==> src/rtl/vc_vr_mux_converter.sv <==
// Credit-based virtual-channel input side muxed onto a single valid/ready output.
// Each VC has its own FIFO. A round-robin arbiter picks which VC is presented downstream.
module vc_vr_mux_converter #(
  parameter int DATA_WIDTH = 8,
  parameter int NUM_VC     = 2,
  parameter int CREDIT_NUM = 2,
  localparam int VCW       = $clog2(NUM_VC),
  localparam int CW        = $clog2(CREDIT_NUM + 1)
) (
  input  logic                  clk,
  input  logic                  rst_n,
  input  logic [DATA_WIDTH-1:0] s_data_i,
  input  logic [VCW-1:0]        s_vc_i,
  input  logic                  s_valid_i,
  output logic [NUM_VC-1:0]     s_credit_o,
  output logic [DATA_WIDTH-1:0] m_data_o,
  output logic [VCW-1:0]        m_vc_o,
  output logic                  m_valid_o,
  input  logic                  m_ready_i,
  output logic                  err_o
);

  localparam int PW = (CREDIT_NUM > 1) ? $clog2(CREDIT_NUM) : 1;

  logic [DATA_WIDTH-1:0] mem_q    [NUM_VC][CREDIT_NUM];
  logic [PW-1:0]         wr_ptr_q [NUM_VC];
  logic [PW-1:0]         rd_ptr_q [NUM_VC];
  logic [CW-1:0]         occ_q    [NUM_VC];
  logic [CW-1:0]         pend_q   [NUM_VC];

  logic [NUM_VC-1:0] not_empty, push, pop, emit, credit_q;
  logic [VCW-1:0]    rr_ptr_q, rr_gnt, grant, lock_vc_q;
  logic              lock_q, vc_ok, drop, xfer, err_q;

  function automatic logic [PW-1:0] ptr_inc(input logic [PW-1:0] p);
    return (p == PW'(CREDIT_NUM - 1)) ? '0 : p + 1'b1;
  endfunction

  always_comb begin
    for (int v = 0; v < NUM_VC; v++) begin
      not_empty[v] = (occ_q[v] != '0);
    end
  end

  // Round-robin search from rr_ptr_q; first non-empty VC wins.
  always_comb begin
    rr_gnt = rr_ptr_q;
    for (int i = NUM_VC - 1; i >= 0; i--) begin
      if (not_empty[(int'(rr_ptr_q) + i) % NUM_VC]) begin
        rr_gnt = VCW'((int'(rr_ptr_q) + i) % NUM_VC);
      end
    end
  end

  // Handshake: a beat moves when m_valid_o & m_ready_i at a rising edge. Once
  // m_valid_o is stalled, the grant is locked so m_vc_o/m_data_o hold until the transfer.
  assign grant     = lock_q ? lock_vc_q : rr_gnt;
  assign m_valid_o = |not_empty;
  assign m_vc_o    = grant;
  assign m_data_o  = mem_q[grant][rd_ptr_q[grant]];
  assign xfer      = m_valid_o && m_ready_i;
  assign s_credit_o = credit_q;
  assign err_o     = err_q;

  always_comb begin
    vc_ok = (int'(s_vc_i) < NUM_VC);
    for (int v = 0; v < NUM_VC; v++) begin
      push[v] = s_valid_i && vc_ok && (s_vc_i == VCW'(v)) && (occ_q[v] != CW'(CREDIT_NUM));
      pop[v]  = xfer && (grant == VCW'(v));
      emit[v] = (pend_q[v] != '0);
    end
    drop = s_valid_i && !(|push);
  end

  always_ff @(posedge clk) begin
    for (int v = 0; v < NUM_VC; v++) begin
      if (push[v]) mem_q[v][wr_ptr_q[v]] <= s_data_i;
    end
  end

  always_ff @(posedge clk) begin
    if (!rst_n) begin
      for (int v = 0; v < NUM_VC; v++) begin
        wr_ptr_q[v] <= '0;
        rd_ptr_q[v] <= '0;
        occ_q[v]    <= '0;
        pend_q[v]   <= CW'(CREDIT_NUM);
      end
      credit_q  <= '0;
      rr_ptr_q  <= '0;
      lock_q    <= 1'b0;
      lock_vc_q <= '0;
      err_q     <= 1'b0;
    end else begin
      for (int v = 0; v < NUM_VC; v++) begin
        if (push[v]) wr_ptr_q[v] <= ptr_inc(wr_ptr_q[v]);
        if (pop[v])  rd_ptr_q[v] <= ptr_inc(rd_ptr_q[v]);
        occ_q[v]  <= occ_q[v] + CW'(push[v]) - CW'(pop[v]);
        // A credit is emitted whenever one is pending, so the counter cannot pass CREDIT_NUM.
        pend_q[v] <= pend_q[v] + CW'(pop[v]) - CW'(emit[v]);
      end
      credit_q  <= emit;
      if (xfer) rr_ptr_q <= VCW'((int'(grant) + 1) % NUM_VC);
      lock_q    <= m_valid_o && !m_ready_i;
      lock_vc_q <= grant;
      if (drop) err_q <= 1'b1;
    end
  end

endmodule

==> config.mk <==
export PLATFORM = sky130hd
export DESIGN_NAME = vc_vr_mux_converter
export DESIGN_NICKNAME = d
export VERILOG_FILES = /design/src/rtl/vc_vr_mux_converter.sv
export SDC_FILE = /design/constraint.sdc
export NUM_CORES = 1
export LEC_CHECK = 0
export BUFFER_PORTS_ARGS = -buffer_cell sky130_fd_sc_hd__buf_2
export CAP_MARGIN = 20
export CELL_PAD_IN_SITES_DETAIL_PLACEMENT = 1
export CELL_PAD_IN_SITES_GLOBAL_PLACEMENT = 1
export CORE_MARGIN = 3
export CORE_UTILIZATION = 52
export CTS_BUF_LIST = sky130_fd_sc_hd__clkbuf_4 sky130_fd_sc_hd__clkbuf_8
export CTS_CLUSTER_SIZE = 10
export DETAILED_ROUTE_END_ITERATION = 12
export GPL_TIMING_DRIVEN = 0
export PLACE_DENSITY = 0.84
export SYNTH_ARGS = -nofsm -noshare
export SYNTH_HDL_FRONTEND = slang
export SYNTH_SLANG_ARGS = --single-unit
==> constraint.sdc <==
create_clock -name clk -period 3.74 [get_ports clk]
set_input_delay 0.561 -clock clk [delete_from_list [all_inputs] [get_ports clk]]
set_output_delay 0.561 -clock clk [all_outputs]
set_load 0.01 [all_outputs]
==> run_results.csv <==
group,metric,value,unit
floorplan,initial_core_util,0.553,
sta,setup_slack,1040,ps
clocking,cts.clk_slew.worst_paths,90,ps
sta,drv_slew,0,
synthesis,synth_edf_count,36,
power_and_ir_drop,max-vdd-ir-drop,0.302,mV
sta,worstMarginPinSlew,827,ps
synthesis,yosysSeqAreaShare,0.598,
sta,setup_viol,0,
final_layout,multiInputGateArea,841,um2
final_layout,syn_to_final_growth,13.0,%
sta,hold_viol,0,
setup_path,timing.rr.end,"occ_q[0][1]",
synthesis,synth_area_per_cell,12.0,um2
synthesis,syn-cell-area,2280,um2
detailed_routing,drc,0,
setup_path,cp_slowest_cell,"maj3_1",
sta,slew_headroom,0.447,
synthesis,synth_top_family_by_area,"simple AND/OR/NAND/NOR gates",
power_and_ir_drop,power.leakage,0.997,nW
synthesis,ys_warn_count,0,
global_route,grt_max_degree,16,
synthesis,synth-xor-area-share,0.0154,
floorplan,core,4120,um2
setup_path,cp_data_arrival_time,2140,ps
sta,layout_min_cycle_time,2700,ps
power_and_ir_drop,p_comb_frac,0.429,
power_and_ir_drop,pwr-share-clk,0.189,
final_layout,fin_util,0.625,
final_layout,final_common_cell,"edfxtp_1",
floorplan,die_w,72.2,um
sta,holdWs,478,ps
floorplan,die_area,5210,um2
sta,clock.fmax,0.371,GHz
final_layout,final_nets,237,
synthesis,ys_ff_latch,50,
setup_path,r2r_slack,1210,ps
power_and_ir_drop,powerDensity,763,nW/um2
synthesis,synth_cell_types,36,
setup_path,cp_data_required_time,3180,ps
synthesis,muxShareOfSynthArea,0.0791,
setup_path,worst-path-max-fanout,9,
min_path,hp-class,"in -> reg",
min_path,hold_end,"mem_q[1][3]",
detailed_routing,vias_per_cell,5.95,
setup_path,startpoint_type,"flip-flop",
synthesis,synth_fa_ha_area_frac,0.0198,
floorplan,ios,26,
setup_path,critPathTopFamily,"adder cells",
clocking,clockBufferDepth,2,
global_route,gr-total-overflow,0,
setup_path,worstSetupPathType,"reg -> out",
placement,dp_hpwl,3740,um
detailed_routing,wl_per_cell,20.3,um
run,timing.max_cap.violations,0,
clocking,cts_tree,"built",
detailed_routing,wl,5550,um
power_and_ir_drop,power.internal,1.24,mW
placement,dp_slack,1250,ps
setup_path,end_kind,"output pin",
synthesis,netlist.top_cell.by_area,"edfxtp_1",
synthesis,ys.flop_type,"edfxtp_1",
final_layout,register_area,1360,um2
synthesis,yosys.area.top_type_share,0.475,
final_layout,fill_cells,445,
placement,portBuffers,25,
detailed_routing,antenna_left,0,
clocking,cts_sinks,50,
clocking,cts_made_buffers,5,
clocking,cts_setup_buffers,0,
global_route,antenna_found_initial,0,
power_and_ir_drop,p_switching,0.728,mW
sta,rsz0062_at_grt,"false",
clocking,htree_levels,2,
final_layout,final_layout_size_suffix_gt1_frac,0.188,
setup_path,path_cells,"or2_2 > maj3_1 > o21ai_0 > a32o_1 > buf_2",
synthesis,synthArstFlopShare,0,
final_layout,diodes,0,
floorplan,die_y,72.2,um
setup_path,crit_buf_inv,1,
setup_path,slowest_delay,510,ps
clocking,ctsRootBufferMaster,"clkbuf_8",
sta,period_share,0.722,
power_and_ir_drop,p_seq_frac,0.382,
run_status,status,"complete, no violations",
synthesis,synthTopCellsByArea,"edfxtp_1 (47%), dfxtp_1 (12%), mux2i_1 (7.9%), o21ai_0 (4.6%), a32o_1 (3.5%)",
min_path,hold_start,"s_data_i[3]",
sta,tns,0,ps
min_path,hold_depth,1,
global_route,grt_pass1_vias,1832,
detailed_routing,dr_total_vias,1625,
setup_path,reg2regPathDepth,9,
clocking,worstSkewPairLatency,300,ps
placement,globalplace.congestion,0.749,
global_route,grtUsageTotal,0.236,
sta,clock_skew,7.77,ps
clocking,cts_resized,0,
setup_path,r2r-start,"occ_q[0][3]",
synthesis,synth_cells,190,
detailed_routing,first_pass_iters,4,
global_route,grt_pass1_wl,9200,um
synthesis,synth_fp_nets,205,
final_layout,mostFrequentLayoutCells,"edfxtp_1 (36), buf_2 (25), o21ai_0 (21)",
clocking,cts-hold-fix-buffers,0,
synthesis,synth_compound_area_frac,0.119,
power_and_ir_drop,swShare,0.370,
synthesis,yosys.area_share.simple,0.136,
floorplan,rows,23,
detailed_routing,drtIter0Drc,102,
registers in the layout (all words and copies together), names as in the netlist, 2 cells and up:
register / flops
rd_ptr_q: 2
mem_q: 32
s_credit_o: 2
wr_ptr_q: 2
pend_q: 4
occ_q: 4
synth_stat cells, drive strengths merged (3+ instances only):
cell / instances
nand2b: 9
dfxtp: 14
o21ai: 21
nor2: 10
and2: 5
nand3b: 3
inv: 6
o21a: 3
xnor2: 3
clkbuf: 8
nand2: 18
edfxtp: 36
mux2i: 18
a32o: 8
area by class of cell:
class                   instances  share of cell area
flip-flops and latches         50               0.529
repair buffers                 25              0.0486
clock inverters                 3              0.0156
well taps                      50              0.0243
inverters                       6             0.00875
multi-input cells             124               0.327
plain buffers                  10              0.0204
clock buffers                   5              0.0267
logic make-up after synthesis:
| family | count (synthesis) |
|---|---|
| flip-flops | 50 |
| AND/OR/NAND/NOR | 57 |
| AO/OA/AOI/OAI | 41 |
| XOR/XNOR | 4 |
| buffers and inverters | 16 |
| multiplexers | 18 |
| adder cells (fa/ha/maj) | 4 |
per-stage QoR:
step,instance area [um2],power (mW),cells
2_1_floorplan,2280,1.31,190
3_3_place_gp,2460,1.54,265
3_5_place_dp,2460,1.59,265
4_1_cts,2570,1.97,273
5_1_grt,2570,2.10,273
6_report,2570,1.96,273
routing by layer:
layer  share of wire  vias to the layer above  GRT usage
met3           0.026                        8     0.0471
li1                -                      759          -
met5               0                        -          0
met1            0.44                      828      0.299
met2            0.53                       30      0.414
met4           0.012                        0     0.0605
power by group through the flow:
stage / Clock [mW] / Combinational [mW] / Sequential (mW)
5_1_grt: 0.398 / 0.938 / 0.762
3_5_place_dp: 0 / 0.828 / 0.759
4_1_cts: 0.376 / 0.847 / 0.749
2_1_floorplan: 0 / 0.571 / 0.743
3_3_place_gp: 0 / 0.788 / 0.750
6_report: 0.372 / 0.843 / 0.750
worst max path at each step:
stage                  end         from  depth (start not counted)
6_report       m_data_o[1]  occ_q[0][3]                          5
4_1_cts        m_data_o[1]  occ_q[0][3]                          5
5_1_grt        m_data_o[1]  occ_q[0][3]                          5
3_3_place_gp   occ_q[0][1]  occ_q[0][3]                          9
3_5_place_dp   occ_q[0][1]  occ_q[0][3]                          9
2_1_floorplan  occ_q[0][1]  occ_q[0][3]                          9
(Power assumes the default switching activity.)
